===== src/rtl/r_bin_pkg.sv =====
// r_bin_pkg: shared widths, beat type and helpers for the r-bin quantiser
package r_bin_pkg;
  localparam int PROD_W = 33;
  localparam int BIN_W = 6;
  localparam int THETA_W = 7;
  localparam int SUM_W = 35;
  localparam int CNT_W = 16;
  localparam logic signed [SUM_W-1:0] BIN_MAX = SUM_W'(2**BIN_W - 1);
  typedef struct packed {
    logic [BIN_W-1:0] bin;
    logic hit;
    logic [THETA_W-1:0] theta;
    logic last;
  } r_bin_beat_t;
  function automatic logic [SUM_W-1:0] sext(input logic [PROD_W-1:0] p);
    return {{(SUM_W-PROD_W){p[PROD_W-1]}}, p};
  endfunction
  function automatic logic [BIN_W:0] sat_bin(input logic signed [SUM_W-1:0] q);
    return q < 0 ? {(BIN_W+1){1'b0}} : q > BIN_MAX ? {{BIN_W{1'b1}}, 1'b0} : {q[BIN_W-1:0], 1'b1};
  endfunction
  function automatic logic [CNT_W-1:0] sat_inc(input logic [CNT_W-1:0] cnt, input logic inc);
    return cnt + CNT_W'(inc && cnt != '1);
  endfunction
endpackage


===== src/rtl/r_bin_quantize_if.sv =====
// r_bin_quantize_if: product input stream, bin output stream and frame statistics
interface r_bin_quantize_if;
  import r_bin_pkg::*;
  logic s_valid;
  logic s_ready;
  logic [PROD_W-1:0] s_prod_x;
  logic [PROD_W-1:0] s_prod_y;
  logic [THETA_W-1:0] s_theta;
  logic s_last;
  logic m_valid;
  logic m_ready;
  logic [BIN_W-1:0] m_bin;
  logic m_hit;
  logic [THETA_W-1:0] m_theta;
  logic m_last;
  logic stat_valid;
  logic [CNT_W-1:0] stat_hits;
  logic [CNT_W-1:0] stat_oor;
  modport slave (
    input s_valid, s_prod_x, s_prod_y, s_theta, s_last, m_ready,
    output s_ready, m_valid, m_bin, m_hit, m_theta, m_last, stat_valid, stat_hits, stat_oor
  );
  modport master (
    output s_valid, s_prod_x, s_prod_y, s_theta, s_last, m_ready,
    input s_ready, m_valid, m_bin, m_hit, m_theta, m_last, stat_valid, stat_hits, stat_oor
  );
endinterface


===== src/rtl/r_bin_frame_stats.sv =====
// r_bin_frame_stats: per-frame saturating hit/out-of-range counters with end-of-frame pulse
module r_bin_frame_stats
  import r_bin_pkg::*;
(
  input  logic ap_clk,
  input  logic ap_rst_n,
  input  logic xfer,
  input  logic hit,
  input  logic last,
  output logic stat_valid,
  output logic [CNT_W-1:0] stat_hits,
  output logic [CNT_W-1:0] stat_oor
);
  logic [CNT_W-1:0] hit_cnt_q, hit_cnt_d, oor_cnt_q, oor_cnt_d, hits_nx, oor_nx;
  logic [CNT_W-1:0] stat_hits_q, stat_hits_d, stat_oor_q, stat_oor_d;
  logic stat_valid_q, stat_valid_d, frame_end;
  always_comb begin
    hits_nx = sat_inc(hit_cnt_q, xfer && hit);
    oor_nx = sat_inc(oor_cnt_q, xfer && !hit);
    frame_end = xfer && last;
    hit_cnt_d = frame_end ? '0 : hits_nx;
    oor_cnt_d = frame_end ? '0 : oor_nx;
    stat_valid_d = frame_end;
    stat_hits_d = frame_end ? hits_nx : stat_hits_q;
    stat_oor_d = frame_end ? oor_nx : stat_oor_q;
  end
  always_ff @(posedge ap_clk) begin
    if (!ap_rst_n) begin
      hit_cnt_q <= '0;
      oor_cnt_q <= '0;
      stat_valid_q <= 1'b0;
      stat_hits_q <= '0;
      stat_oor_q <= '0;
    end else begin
      hit_cnt_q <= hit_cnt_d;
      oor_cnt_q <= oor_cnt_d;
      stat_valid_q <= stat_valid_d;
      stat_hits_q <= stat_hits_d;
      stat_oor_q <= stat_oor_d;
    end
  end
  assign stat_valid = stat_valid_q;
  assign stat_hits = stat_hits_q;
  assign stat_oor = stat_oor_q;
endmodule


===== src/rtl/r_bin_quantize.sv =====
// r_bin_quantize: two-stage sum/round/saturate of theta-slot products into r-bin indices
module r_bin_quantize
  import r_bin_pkg::*;
#(
  parameter int SHIFT = 20,
  parameter logic signed [SUM_W-1:0] R_OFFSET = '0
) (
  input logic ap_clk,
  input logic ap_rst_n,
  r_bin_quantize_if.slave bus
);
  localparam logic signed [SUM_W-1:0] HALF = SUM_W'(64'd1 << (SHIFT - 1));
  logic en, v1_q, v1_d, v2_q, v2_d, last_q, last_d;
  logic signed [SUM_W-1:0] sum_q, sum_d, q;
  logic [THETA_W-1:0] theta_q, theta_d;
  logic [BIN_W:0] sb;
  r_bin_beat_t beat_q, beat_d;
  logic stat_valid;
  logic [CNT_W-1:0] stat_hits, stat_oor;
  always_comb begin
    en = !v2_q || bus.m_ready;
    q = sum_q >>> SHIFT;
    sb = sat_bin(q);
    v1_d = en ? bus.s_valid : v1_q;
    sum_d = en ? sext(bus.s_prod_x) + sext(bus.s_prod_y) + R_OFFSET + HALF : sum_q;
    theta_d = en ? bus.s_theta : theta_q;
    last_d = en ? bus.s_last : last_q;
    v2_d = en ? v1_q : v2_q;
    beat_d = en ? r_bin_beat_t'{bin: sb[BIN_W:1], hit: sb[0], theta: theta_q, last: last_q} : beat_q;
  end
  always_ff @(posedge ap_clk) begin
    if (!ap_rst_n) begin
      v1_q <= 1'b0;
      sum_q <= '0;
      theta_q <= '0;
      last_q <= 1'b0;
      v2_q <= 1'b0;
      beat_q <= '0;
    end else begin
      v1_q <= v1_d;
      sum_q <= sum_d;
      theta_q <= theta_d;
      last_q <= last_d;
      v2_q <= v2_d;
      beat_q <= beat_d;
    end
  end
  r_bin_frame_stats u_stats (
    .ap_clk(ap_clk),
    .ap_rst_n(ap_rst_n),
    .xfer(v2_q && bus.m_ready),
    .hit(beat_q.hit),
    .last(beat_q.last),
    .stat_valid(stat_valid),
    .stat_hits(stat_hits),
    .stat_oor(stat_oor)
  );
  assign bus.s_ready = en;
  assign bus.m_valid = v2_q;
  assign bus.m_bin = beat_q.bin;
  assign bus.m_hit = beat_q.hit;
  assign bus.m_theta = beat_q.theta;
  assign bus.m_last = beat_q.last;
  assign bus.stat_valid = stat_valid;
  assign bus.stat_hits = stat_hits;
  assign bus.stat_oor = stat_oor;
endmodule


===== src/flat_wrapper.sv =====
// flat-port wrapper written by rule: the top's interface ports become plain ports
module r_bin_quantize_flat import r_bin_pkg::*;
#(
  parameter int SHIFT = 20,
  parameter logic signed [SUM_W-1:0] R_OFFSET = '0
)
  (ap_clk, ap_rst_n, bus_s_valid, bus_s_prod_x, bus_s_prod_y, bus_s_theta, bus_s_last, bus_m_ready, bus_s_ready, bus_m_valid, bus_m_bin, bus_m_hit, bus_m_theta, bus_m_last, bus_stat_valid, bus_stat_hits, bus_stat_oor);
  r_bin_quantize_if bus_i ();
  input logic ap_clk;
  input logic ap_rst_n;
  input wire logic [$bits(bus_i.s_valid)-1:0] bus_s_valid;
  input wire logic [$bits(bus_i.s_prod_x)-1:0] bus_s_prod_x;
  input wire logic [$bits(bus_i.s_prod_y)-1:0] bus_s_prod_y;
  input wire logic [$bits(bus_i.s_theta)-1:0] bus_s_theta;
  input wire logic [$bits(bus_i.s_last)-1:0] bus_s_last;
  input wire logic [$bits(bus_i.m_ready)-1:0] bus_m_ready;
  output wire logic [$bits(bus_i.s_ready)-1:0] bus_s_ready;
  output wire logic [$bits(bus_i.m_valid)-1:0] bus_m_valid;
  output wire logic [$bits(bus_i.m_bin)-1:0] bus_m_bin;
  output wire logic [$bits(bus_i.m_hit)-1:0] bus_m_hit;
  output wire logic [$bits(bus_i.m_theta)-1:0] bus_m_theta;
  output wire logic [$bits(bus_i.m_last)-1:0] bus_m_last;
  output wire logic [$bits(bus_i.stat_valid)-1:0] bus_stat_valid;
  output wire logic [$bits(bus_i.stat_hits)-1:0] bus_stat_hits;
  output wire logic [$bits(bus_i.stat_oor)-1:0] bus_stat_oor;
  assign bus_i.s_valid = bus_s_valid;
  assign bus_i.s_prod_x = bus_s_prod_x;
  assign bus_i.s_prod_y = bus_s_prod_y;
  assign bus_i.s_theta = bus_s_theta;
  assign bus_i.s_last = bus_s_last;
  assign bus_i.m_ready = bus_m_ready;
  assign bus_s_ready = bus_i.s_ready;
  assign bus_m_valid = bus_i.m_valid;
  assign bus_m_bin = bus_i.m_bin;
  assign bus_m_hit = bus_i.m_hit;
  assign bus_m_theta = bus_i.m_theta;
  assign bus_m_last = bus_i.m_last;
  assign bus_stat_valid = bus_i.stat_valid;
  assign bus_stat_hits = bus_i.stat_hits;
  assign bus_stat_oor = bus_i.stat_oor;
  r_bin_quantize #(.SHIFT(SHIFT), .R_OFFSET(R_OFFSET)) u_core (.ap_clk(ap_clk), .ap_rst_n(ap_rst_n), .bus(bus_i));
endmodule

===== config.mk =====
export PLATFORM = sky130hd
export DESIGN_NAME = r_bin_quantize_flat
export DESIGN_NICKNAME = d
export VERILOG_FILES = /design/src/rtl/r_bin_pkg.sv /design/src/rtl/r_bin_quantize_if.sv /design/src/rtl/r_bin_frame_stats.sv /design/src/rtl/r_bin_quantize.sv /design/src/flat_wrapper.sv
export SDC_FILE = /design/constraint.sdc
export NUM_CORES = 1
export LEC_CHECK = 0
export ABC_AREA = 1
export ABC_CLOCK_PERIOD_IN_PS = 2530
export BUFFER_PORTS_ARGS = -buffer_cell sky130_fd_sc_hd__buf_2
export CAP_MARGIN = 20
export CORE_MARGIN = 2
export CORE_UTILIZATION = 40
export DETAILED_ROUTE_END_ITERATION = 8
export MAX_ROUTING_LAYER = met4
export SYNTH_ARGS = -nofsm -noshare
export SYNTH_HDL_FRONTEND = slang
export SYNTH_HIERARCHICAL = 1
export SYNTH_SLANG_ARGS = --single-unit

===== constraint.sdc =====
create_clock -name ap_clk -period 2.53 [get_ports ap_clk]
set_input_delay 0.1265 -clock ap_clk [delete_from_list [all_inputs] [get_ports ap_clk]]
set_output_delay 0.1265 -clock ap_clk [all_outputs]
set_load 0.01 [all_outputs]

==> results of run 1 <==
-- per-layer routing --
| metal | vias up | wire length [microns] | share of wire, % |
|---|---|---|---|
| li1 | 3393 | - | - |
| met1 | 2825 | 7720 | 47 |
| met2 | 108 | 7880 | 48 |
| met3 | 15 | 547 | 3.3 |
| met4 | 0 | 291 | 1.8 |
| met5 | - | 0 | 0 |
-- registers in the layout (all words and copies together), names as in the netlist --
register and count:
u_core/bus.m_bin 6, u_core/bus.m_hit 1, u_core/bus.m_last 1, u_core/bus.m_theta 7
u_core/bus.m_valid 1, u_core/last_q 1, u_core/sum_q 15, u_core/theta_q 7
u_core/u_stats/hit_cnt_q 16, u_core/u_stats/oor_cnt_q 16, u_core/u_stats/stat_hits 16, u_core/u_stats/stat_oor 16
u_core/u_stats/stat_valid 1, u_core/v1_q 1
-- final cells by class --
| type | instances | area [sq um] |
|---|---|---|
| Fill cell | 1774 | 8260 |
| Clock buffer | 9 | 225 |
| Sequential cell | 105 | 2100 |
| Timing Repair Buffer | 131 | 666 |
| Tap cell | 216 | 270 |
| Inverter | 113 | 424 |
| Multi-Input combinational cell | 734 | 3980 |
| Clock inverter | 7 | 73.8 |
-- worst max path at each step --
| stage | startpoint | endpoint | slack, ns |
|---|---|---|---|
| 6_report | u_core/u_stats/oor_cnt_q[11]$_SDFF_PP0_ | u_core/u_stats/stat_oor[8]$_SDFFE_PN0P_ | 0.37 |
| 4_1_cts | u_core/u_stats/hit_cnt_q[8]$_SDFF_PP0_ | u_core/u_stats/stat_hits[8]$_SDFFE_PN0P_ | 0.35 |
| 2_1_floorplan | u_core/u_stats/oor_cnt_q[8]$_SDFF_PP0_ | u_core/u_stats/stat_oor[8]$_SDFFE_PN0P_ | 0.63 |
| 5_1_grt | u_core/u_stats/hit_cnt_q[8]$_SDFF_PP0_ | u_core/u_stats/stat_hits[8]$_SDFFE_PN0P_ | 0.08 |
| 3_3_place_gp | bus_s_prod_x[4] | u_core/sum_q[30]$_SDFFE_PN0P_ | 0.32 |
| 3_5_place_dp | bus_s_prod_x[5] | u_core/sum_q[30]$_SDFFE_PN0P_ | 0.31 |
-- worst max-delay path: stages (launching register included) --
cell      delay [ns]
dfxtp_1         0.41
nand2_1         0.07
nor2_1          0.25
nand4_1         0.15
and3b_1         0.19
ha_1            0.23
ha_1            0.22
inv_1           0.10
nor2_4          0.06
nand2_1         0.07
xor2_1          0.21
o21bai_1        0.08
-- power by group through the flow --
| stage | Clock [mW] | Sequential, mW | Combinational [mW] |
|---|---|---|---|
| global placement | 0 | 1.80 | 0.881 |
| detailed placement | 0 | 1.80 | 0.885 |
| finish | 1.42 | 1.76 | 0.882 |
| CTS | 1.47 | 1.76 | 0.891 |
| floorplan | 0 | 1.80 | 0.598 |
| global route | 1.54 | 1.77 | 1.02 |
-- logic make-up after synthesis --
kind of cell               count (synthesis)
DFF                                      105
AOI/OAI and AO/OA                        156
buffers and inverters                    130
and+or+nand+nor                          494
adders and majority gates                 70
xor gates and xnor gates                  14
-- cells in the mapped netlist (all sizes together) --
master	instances
inv	112
nand4	11
and3	1
nor2	161
clkinv	1
a21boi	1
clkbuf	7
a21o	5
nor3	13
and2	2
ha	70
o2111ai	1
nand3	58
o21bai	14
nand2	242
and3b	1
nand3b	3
xnor2	9
a21oi	56
xor2	5
o21a	3
o21ai	75
a22oi	1
nor4	2
dfxtp	105
buf	10
==> results.md, run 1 <==
| Quantity | This run | Unit |
|:---|:---|:---|
| Synthesis-stage register bit count | 105 | - |
| Outcome | finished clean | - |
| Antenna fix cells | 0 | - |
| Power per standard cell area | 524 | nW/um^2 |
| TritonCTS clock tree | yes | - |
| M1 GR Usage | 24.8 | % |
| Number of endpoints failing setup at the final stage | 0 | - |
| Endpoint required time on the critical path | 2.77 | ns |
| Crit. End Element | flip-flop | - |
| Synthesized net count | 1117 | - |
| Weighted congestion reported at the end of routability-driven placement | 0.910 | - |
| Number of resized instances in the post-cts repair step | 0 | - |
| Effective utilization at floorplan | 41.2 | % |
| Final #Nets | 1242 | - |
| Synthesis Warnings | 6 | - |
| Largest driver fanout on the critical path | 5 | - |
| Remaining max-slew budget at the tightest pin | 62.4 | % |
| Met3 capacity usage during global routing | 2.96 | % |
| Leading cell types by total area after synthesis | dfxtp_1, ha_1, nand2_1 | - |
| Worst hold path stage count | 3 | - |
| Maximum achievable frequency | 464 | MHz |
| Sw Ratio | 30.5 | % |
| Measured slew at the worst slew-check pin | 0.565 | ns |
| Antenna Nets Post-Route | 0 | - |
| Cell type with the largest total area after synthesis | dfxtp_1 | - |
| Post-synthesis compound-gate area fraction | 13.2 | % |
| Clk Tree Root Cell | clkbuf_16 | - |
| Post-synthesis mux area share | 0 | % |
| Total negative slack | 0 | ns |
| DR DRC count | 0 | - |
| Horizontal extent of the die | 132 | microns |
| Gate power share | 21.7 | % |
| Via-to-Cell Ratio | 4.82 | - |
| Share of power burned in the clock network | 34.9 | % |
| Leakage | 3.87 | nW |
| Syn-to-layout area delta | 17.5 | % |
| Reported max-cap violation count | 0 | - |
| Sequential fraction of design power | 43.4 | % |
| Combinational family with the most area after synthesis | simple AND/OR/NAND/NOR gates | - |
| Hold_ws | 0.0223 | ns |
| Power dissipated by switching net loads | 1.24 | mW |
| Cell count after synthesis | 969 | - |
| Overall fraction of global-route tracks in use | 19.9 | % |
| Final Hold Violating Endpoints | 0 | - |
| DR pass1 iterations | 6 | - |
| Via count of the first global-routing pass | 6024 | - |
| Pin count of the biggest net entering global routing | 43 | - |
| Insertion delay of the later-clocked pin in the worst-skew pair | 0.35 | ns |
| Height of the chip | 132 | microns |
| Worst setup margin | 0.374 | ns |
| Hold-fix buffer count after cts | 0 | - |
| GRT overflow | 0 | - |
| Endpoint, Worst Hold | u_core/theta_q[4]$_SDFFE_PN0P_ | - |
| Busiest layer in global routing | met2 | - |
| Start of the worst register-to-register path | u_core/u_stats/oor_cnt_q[11]$_SDFF_PP0_ | - |
| End-of-flow core utilization | 48.4 | % |
| Hold path startpoint | bus_s_theta[4] | - |
| Final cell count without fillers | 1315 | - |
| Global-route wire length before repair | 28100 | microns |
| Reg2Reg Setup Slack | 0.37 | ns |
| Post-Synthesis Cell Area | 6590 | sq um |
| Synth unique cells | 38 | - |
| Most frequent cells in the layout | nand2_1, nor2_1, buf_2, inv_1, dfxtp_1 | - |
| Unrepaired setup endpoints after global routing | no | - |
| Final std cell area, no fill | 7740 | sq um |
| Adder-cell area share of the yosys netlist | 13.3 | % |
| Clock tree skew after final layout | 0.00831 | ns |
| Clock transition at the registers of the reported paths | 0.07 | ns |
| GRT met2 Usage | 33.8 | % |
| Total via count after detailed routing | 6341 | - |
| Count of boundary I/O pins | 128 | - |
| DR WL/cell | 12.5 | microns |
| Mean area per synthesized cell | 6.80 | sq um |
| Deepest clock path buffer count | 2 | - |
| TritonCTS Buffers | 9 | - |
| Hold WC Path Type | input pin to flip-flop | - |
| Site Rows | 46 | - |
| Share of synthesized area occupied by flip-flops and latches | 31.9 | % |
| Full die area | 17500 | sq um |
| Power, Total | 4.06 | mW |
| Internal Power | 2.82 | mW |
| Post-place instance area | 7440 | sq um |
| Max rail drop VDD | 0.323 | mV |
| Simple-gate share of the synthesized area | 32.1 | % |
| Sum of net half-perimeters after detailed placement | 13000 | microns |
| Number of cells traversed by the worst register-to-register path | 11 | - |
| Fraction of layout instances using a drive strength above 1 | 17.2 | % |
| Critical R2R Capture | u_core/u_stats/stat_oor[8]$_SDFFE_PN0P_ | - |
| Number of max-slew violations in the final report | 0 | - |
| Tmin final | 2.16 | ns |
| Number of antenna violations at the first check in global routing | 0 | - |
| First DRT Iteration DRCs | 363 | - |
| Most common library cell in the layout ignoring fill and taps | nand2_1 | - |
| Share of the synthesized area in the top cell type | 31.9 | % |
| CP Data Arrival Time | 2.40 | ns |
| CTS Sinks | 105 | - |
| Type of the worst setup path | flip-flop to flip-flop | - |
| Placed cells | 1299 | - |
| Area share of xor/xnor cells in the synthesized design | 1.86 | % |
| Final Cycle Share | 85.2 | % |
| Total Wirelength | 16400 | microns |
| Type of element launching the critical path | flip-flop | - |
| Area of the core region | 16000 | sq um |
| Count of buffers added by post-CTS timing repair for setup | 0 | - |
| Number of port buffers | 127 | - |
| Minimum setup slack after placement | 0.313 | ns |
| Maximum level of the CTS H-tree | 3 | - |
Power figures use the tool's default switching activity.
==> run 2, diff against run 1 <==
- MAX_ROUTING_LAYER: met4 -> not set
==> run 2 against run 1 <==
  * Power is 2.6% higher
  * Die area stayed put
  * Highest routed layer unchanged
  * Via count is 0.52% lower
  * Utilization is 0.16 points higher
  * Maximum frequency is 2.0% lower
  * Largest cell class unchanged
  * Worst hold slack worse by 0.0035 ns
  * Clock skew is 0.0022 ns higher
  * Combinational power hardly changed
  * Wire length hardly changed
  * Sequential power hardly changed
  * Setup slack worse by 0.044 ns
==> results.md, run 2 (same netlist as run 1, synthesis figures left out) <==
| Quantity | This run | Unit | Delta |
|:---|:---|:---|:---|
| Overall fraction of global-route tracks in use | 19.1 | % | -0.81 points |
| Largest driver fanout on the critical path | 5 | - | unchanged |
| Global-route wire length before repair | 27600 | microns | -1.6% |
| Post-place instance area | 7440 | sq um | unchanged |
| DR DRC count | 0 | - | unchanged |
| Total via count after detailed routing | 6308 | - | -0.52% |
| Unrepaired setup endpoints after global routing | no | - |  |
| Outcome | finished clean | - |  |
| Count of filler cells inserted in the layout | 1774 | - | unchanged |
| Via-to-Cell Ratio | 4.80 | - | -0.52% |
| Type of the worst setup path | flip-flop to flip-flop | - |  |
| Full die area | 17500 | sq um | unchanged |
| Sum of net half-perimeters after detailed placement | 12900 | microns | -0.68% |
| First DRT Iteration DRCs | 315 | - | -13% |
| Hold-fix buffer count after cts | 0 | - | unchanged |
| Via count of the first global-routing pass | 5994 | - | -0.50% |
| Hold_ws | 0.0189 | ns | -0.00348 ns |
| Total negative slack | 0 | ns | unchanged |
| End-of-flow core utilization | 48.5 | % | +0.16 points |
| Pin count of the biggest net entering global routing | 43 | - | unchanged |
| Type of element launching the critical path | flip-flop | - |  |
| Clock tree skew after final layout | 0.0105 | ns | +0.00220 ns |
| Tmin final | 2.20 | ns | +0.0444 ns |
| Met3 capacity usage during global routing | 2.61 | % | -0.35 points |
| M1 GR Usage | 24.0 | % | -0.80 points |
| Power, Total | 4.17 | mW | +2.6% |
| Number of endpoints failing setup at the final stage | 0 | - | unchanged |
| Antenna fix cells | 0 | - | unchanged |
| TritonCTS clock tree | yes | - |  |
| Clk Tree Root Cell | clkbuf_16 | - |  |
| TritonCTS Buffers | 9 | - | unchanged |
| Most frequent cells in the layout | nand2_1, nor2_1, buf_2, inv_1, dfxtp_1 | - |  |
| Endpoint required time on the critical path | 2.77 | ns | about the same |
| Critical R2R Capture | u_core/u_stats/stat_oor[8]$_SDFFE_PN0P_ | - |  |
| Final #Nets | 1242 | - | unchanged |
| Final cell count without fillers | 1315 | - | unchanged |
| Minimum setup slack after placement | 0.315 | ns | +0.00265 ns |
| Fraction of layout instances using a drive strength above 1 | 17.2 | % | unchanged |
| Start of the worst register-to-register path | u_core/u_stats/oor_cnt_q[11]$_SDFF_PP0_ | - |  |
| CTS Sinks | 105 | - | unchanged |
| Maximum level of the CTS H-tree | 3 | - | unchanged |
| Site Rows | 46 | - | unchanged |
| Final std cell area, no fill | 7770 | sq um | +0.32% |
| Reported max-cap violation count | 0 | - | unchanged |
| Final Cycle Share | 87.0 | % | +1.8 points |
| Crit. End Element | flip-flop | - |  |
| GRT overflow | 0 | - | unchanged |
| Insertion delay of the later-clocked pin in the worst-skew pair | 0.36 | ns | about the same |
| Remaining max-slew budget at the tightest pin | 63.7 | % | +1.4 points |
| Syn-to-layout area delta | 17.9 | % |  |
| Deepest clock path buffer count | 2 | - | unchanged |
| Power per standard cell area | 536 | nW/um^2 | +2.3% |
| Horizontal extent of the die | 132 | microns | unchanged |
| Worst setup margin | 0.330 | ns | -0.0444 ns |
| Final Hold Violating Endpoints | 0 | - | unchanged |
| Number of resized instances in the post-cts repair step | 0 | - | unchanged |
| Hold path startpoint | bus_s_last | - |  |
| Busiest layer in global routing | met2 | - |  |
| Number of cells traversed by the worst register-to-register path | 11 | - | unchanged |
| Placed cells | 1299 | - | unchanged |
| Most common library cell in the layout ignoring fill and taps | nand2_1 | - |  |
| Hold WC Path Type | input pin to flip-flop | - |  |
| Worst hold path stage count | 3 | - | unchanged |
| Weighted congestion reported at the end of routability-driven placement | 0.867 | - | -4.6% |
| CP Data Arrival Time | 2.44 | ns | +0.04 ns |
| GRT met2 Usage | 34.3 | % | +0.49 points |
| Number of max-slew violations in the final report | 0 | - | unchanged |
| Effective utilization at floorplan | 41.2 | % | unchanged |
| Total Wirelength | 16400 | microns | about the same |
| Max rail drop VDD | 0.323 | mV | -0.15% |
| Count of buffers added by post-CTS timing repair for setup | 0 | - | unchanged |
| Area of the core region | 16000 | sq um | unchanged |
| DR pass1 iterations | 5 | - | -1 |
| Maximum achievable frequency | 454 | MHz | -2.0% |
| Height of the chip | 132 | microns | unchanged |
| Count of boundary I/O pins | 128 | - | unchanged |
| Reg2Reg Setup Slack | 0.33 | ns | -0.04 ns |
| Number of antenna violations at the first check in global routing | 0 | - | unchanged |
| DR WL/cell | 12.5 | microns | about the same |
| Antenna Nets Post-Route | 0 | - | unchanged |
| Measured slew at the worst slew-check pin | 0.544 | ns | -0.0205 ns |
| Endpoint, Worst Hold | u_core/last_q$_SDFFE_PN0P_ | - |  |
| Leakage | 3.88 | nW | +0.26% |
| Clock transition at the registers of the reported paths | 0.08 | ns | about the same |
| Number of port buffers | 127 | - | unchanged |
==> run 2: changes by cell type in the layout (fill, tap and decap cells not counted), sizes merged <==
cell	before	now
bufinv	1	2
clkinv	3	2
==> run 2: area by class of cell <==
cell class / instances / area, sq um / share of cell area, %
Multi-Input combinational cell: 734 / 3980 / 51.3
Sequential cell: 105 / 2100 / 27.1
Timing Repair Buffer: 131 / 666 / 8.57
Inverter: 113 / 424 / 5.46
Tap cell: 216 / 270 / 3.48
Clock buffer: 9 / 225 / 2.90
Clock inverter: 7 / 98.8 / 1.27
==> run 2: how the worst max path moves through the flow <==
| stage | from | end | slack, ns | cells past startpoint |
|---|---|---|---|---|
| finish | u_core/u_stats/oor_cnt_q[11]$_SDFF_PP0_ | u_core/u_stats/stat_oor[8]$_SDFFE_PN0P_ | 0.33 | 11 |
| CTS | u_core/u_stats/oor_cnt_q[9]$_SDFF_PP0_ | u_core/u_stats/stat_oor[8]$_SDFFE_PN0P_ | 0.35 | 11 |
| detailed placement | bus_s_prod_x[5] | u_core/sum_q[30]$_SDFFE_PN0P_ | 0.32 | 12 |
| global placement | bus_s_prod_x[5] | u_core/sum_q[30]$_SDFFE_PN0P_ | 0.31 | 12 |
| floorplan | u_core/u_stats/oor_cnt_q[8]$_SDFF_PP0_ | u_core/u_stats/stat_oor[8]$_SDFFE_PN0P_ | 0.63 | 11 |
| global route | u_core/u_stats/hit_cnt_q[8]$_SDFF_PP0_ | u_core/u_stats/stat_hits[8]$_SDFFE_PN0P_ | 0.04 | 12 |
==> run 2: per-layer routing <==
layer	up-vias	wire [microns]
met2	115	8000
met1	2795	7720
li1	3388	-
met4	0	172
met3	10	537
met5	-	0
==> run 2: where the power goes <==
| part | internal (mW) | total [mW] | switching [mW] |
|---|---|---|---|
| logic | 0.324 | 0.880 | 0.556 |
| clock network | 0.876 | 1.52 | 0.649 |
| registers | 1.72 | 1.76 | 0.0360 |
| total | 2.93 | 4.17 | 1.24 |
==> run 2: worst max-delay path, stage by stage (launching register included) <==
cell and delay (ns):
dfxtp_1 0.41, nand2_1 0.07, nor2_1 0.29, nand4_1 0.15, and3b_1 0.19, ha_1 0.23
ha_1 0.23, inv_1 0.10, nor2_4 0.06, nand2_1 0.07, xor2_1 0.20, o21bai_1 0.08
==> run 3, diff against run 2 <==
- CORE_UTILIZATION: 40 -> 55
- CTS_CLUSTER_DIAMETER: not set -> 100
- PLACE_DENSITY: not set -> 0.79
==> run 3 against run 2 <==
  * Clock power fell by 13%
  * Utilization up 18 points
  * Power fell by 5.1%
  * Via count grew 3.3%
  * Worst hold slack improved by 0.013 ns
  * First-iteration DRC count rose by 46%
==> results.md, run 3 (same netlist as run 1, synthesis figures left out) <==
| Quantity | This run | Unit | Delta |
|:---|:---|:---|:---|
| Site Rows | 39 | - | -15% |
| Number of port buffers | 127 | - | unchanged |
| Sum of net half-perimeters after detailed placement | 12400 | microns | -3.6% |
| DR pass1 iterations | 5 | - | unchanged |
| Number of buffers and inverters on the critical path | 1 | - | unchanged |
| Max rail drop VDD | 0.311 | mV | -3.5% |
| Number of antenna violations at the first check in global routing | 0 | - | unchanged |
| Endpoint required time on the critical path | 2.76 | ns | about the same |
| Clock transition at the registers of the reported paths | 0.07 | ns | about the same |
| DR DRC count | 0 | - | unchanged |
| Clk Tree Root Cell | clkbuf_16 | - |  |
| Outcome | finished clean | - |  |
| Antenna Nets Post-Route | 0 | - | unchanged |
| Number of resized instances in the post-cts repair step | 0 | - | unchanged |
| CTS Sinks | 105 | - | unchanged |
| Longest individual stage delay on the worst path | 0.39 | ns | -0.02 ns |
| Insertion delay of the later-clocked pin in the worst-skew pair | 0.35 | ns | about the same |
| Start of the worst register-to-register path | u_core/u_stats/oor_cnt_q[8]$_SDFF_PP0_ | - |  |
| Final Cycle Share | 89.0 | % | +2.0 points |
| Antenna fix cells | 0 | - | unchanged |
| Busiest layer in global routing | met2 | - |  |
| Count of boundary I/O pins | 128 | - | unchanged |
| DR WL/cell | 12.8 | microns | +2.2% |
| Count of buffers added by post-CTS timing repair for setup | 0 | - | unchanged |
| Syn-to-layout area delta | 16.0 | % |  |
| Area of the core region | 11600 | sq um | -28% |
| Total via count after detailed routing | 6514 | - | +3.3% |
| Maximum level of the CTS H-tree | 3 | - | unchanged |
| Global-route wire length before repair | 26600 | microns | -3.5% |
| Weighted congestion reported at the end of routability-driven placement | 0.923 | - | +6.4% |
| Effective utilization at floorplan | 57.0 | % | +16 points |
| Tmin final | 2.25 | ns | +0.0518 ns |
| Total Wirelength | 15900 | microns | -3.4% |
| Largest driver fanout on the critical path | 5 | - | unchanged |
| Crit. End Element | flip-flop | - |  |
| Overall fraction of global-route tracks in use | 25.4 | % | +6.2 points |
| Power, Total | 3.95 | mW | -5.1% |
| M1 GR Usage | 31.6 | % | +7.6 points |
| First DRT Iteration DRCs | 459 | - | +46% |
| Remaining max-slew budget at the tightest pin | 64.7 | % | +0.96 points |
| Unrepaired setup endpoints after global routing | no | - |  |
| Pin count of the biggest net entering global routing | 39 | - | -9.3% |
| GRT met2 Usage | 45.0 | % | +11 points |
| Via count of the first global-routing pass | 5996 | - | +0.033% |
| Largest delay contributor family on the critical path | simple AND/OR/NAND/NOR gates | - |  |
| CP Data Arrival Time | 2.48 | ns | +0.04 ns |
| Clock tree skew after final layout | 0.00855 | ns | -0.00195 ns |
| Crit-path slowest cell | dfxtp_1 | - |  |
| Hold path startpoint | bus_s_theta[4] | - |  |
| Origin of the worst setup path | u_core/u_stats/oor_cnt_q[8]$_SDFF_PP0_ | - |  |
| Fraction of layout instances using a drive strength above 1 | 17.2 | % | about the same |
| Power per standard cell area | 518 | nW/um^2 | -3.5% |
| Type of element launching the critical path | flip-flop | - |  |
| Height of the chip | 113 | microns | -14% |
| GRT overflow | 0 | - | unchanged |
| Hold WC Path Type | input pin to flip-flop | - |  |
| TritonCTS Buffers | 9 | - | unchanged |
| Measured slew at the worst slew-check pin | 0.530 | ns | -0.0143 ns |
| Final Hold Violating Endpoints | 0 | - | unchanged |
| Number of endpoints failing setup at the final stage | 0 | - | unchanged |
| Type of the worst setup path | flip-flop to flip-flop | - |  |
| Most frequent cells in the layout | nand2_1, nor2_1, buf_2, inv_1, dfxtp_1 | - |  |
| Most common library cell in the layout ignoring fill and taps | nand2_1 | - |  |
| Deepest clock path buffer count | 2 | - | unchanged |
| Series of cell instances along the critical path | nand2_1 > nor2_1 > nand4_1 > and3b_1 > ha_1 > ha_1 > inv_1 > nor2_4 > nand2_1 > xor2_1 > o21bai_1 | - |  |
| Total negative slack | 0 | ns | unchanged |
| TritonCTS clock tree | yes | - |  |
| Met3 capacity usage during global routing | 3.77 | % | +1.2 points |
| Full die area | 12900 | sq um | -27% |
| Number of max-slew violations in the final report | 0 | - | unchanged |
| Leakage | 3.86 | nW | -0.49% |
| Reported max-cap violation count | 0 | - | unchanged |
| Horizontal extent of the die | 113 | microns | -14% |
| Hold-fix buffer count after cts | 0 | - | unchanged |
| Final #Nets | 1243 | - | +0.081% |
| Maximum achievable frequency | 444 | MHz | -2.3% |
| Via-to-Cell Ratio | 5.24 | - | +9.2% |
==> run 3: final timing paths <==
path	to	depth (start not counted)	slack [ns]
setup / recovery	u_core/u_stats/stat_oor[8]$_SDFFE_PN0P_	11	0.28
hold / removal	u_core/theta_q[4]$_SDFFE_PN0P_	3	0.03
setup reg to reg	u_core/u_stats/stat_oor[8]$_SDFFE_PN0P_	11	0.28
hold reg to reg	u_core/u_stats/stat_hits[12]$_SDFFE_PN0P_	2	0.45
==> run 3: power by group <==
| group | total (mW) | switching, mW | internal [mW] |
|---|---|---|---|
| Clock | 1.32 | 0.616 | 0.700 |
| Combinational | 0.876 | 0.552 | 0.325 |
| Sequential | 1.76 | 0.0376 | 1.73 |
| Total | 3.95 | 1.21 | 2.75 |
==> run 3: area by class of cell <==
class                           instances  area [sq um]
Clock buffer                           11           243
Fill cell                            1107          3930
Inverter                              113           424
Clock inverter                          5          37.5
Tap cell                              143           179
Sequential cell                       105          2100
Timing Repair Buffer                  132           673
Multi-Input combinational cell        734          3980
==> run 3: per-stage QoR <==
step | hold slack, ns | setup slack, ns | cell area, sq um | util (%) | std cells
after global placement | 0.376 | 0.327 | 7360 | 63.6 | 1227
after floorplan | 0.293 | 0.633 | 6590 | - | 969
final | 0.0319 | 0.278 | 7640 | 66.1 | 1243
after global routing | 0.0416 | 0.0783 | 7640 | 66.1 | 1243
after detailed placement | 0.392 | 0.319 | 7360 | 63.6 | 1227
after CTS | 0.0302 | 0.296 | 7640 | 66.1 | 1243
==> run 3: metal layers <==
layer	part of all wire (%)	routed length, microns	vias up
li1	-	-	3389
met1	44	7050	2925
met2	49	7790	169
met3	4.0	638	31
met4	2.4	387	0
met5	0	0	-
==> run 3: worst register-to-register path, cell delays in order (launching register included) <==
cell and delay (ns):
dfxtp_1 0.39, nand2_1 0.10, nor2_1 0.29, nand4_1 0.15
and3b_1 0.20, ha_1 0.25, ha_1 0.25, inv_1 0.10
nor2_4 0.06, nand2_1 0.08, xor2_1 0.20, o21bai_1 0.08
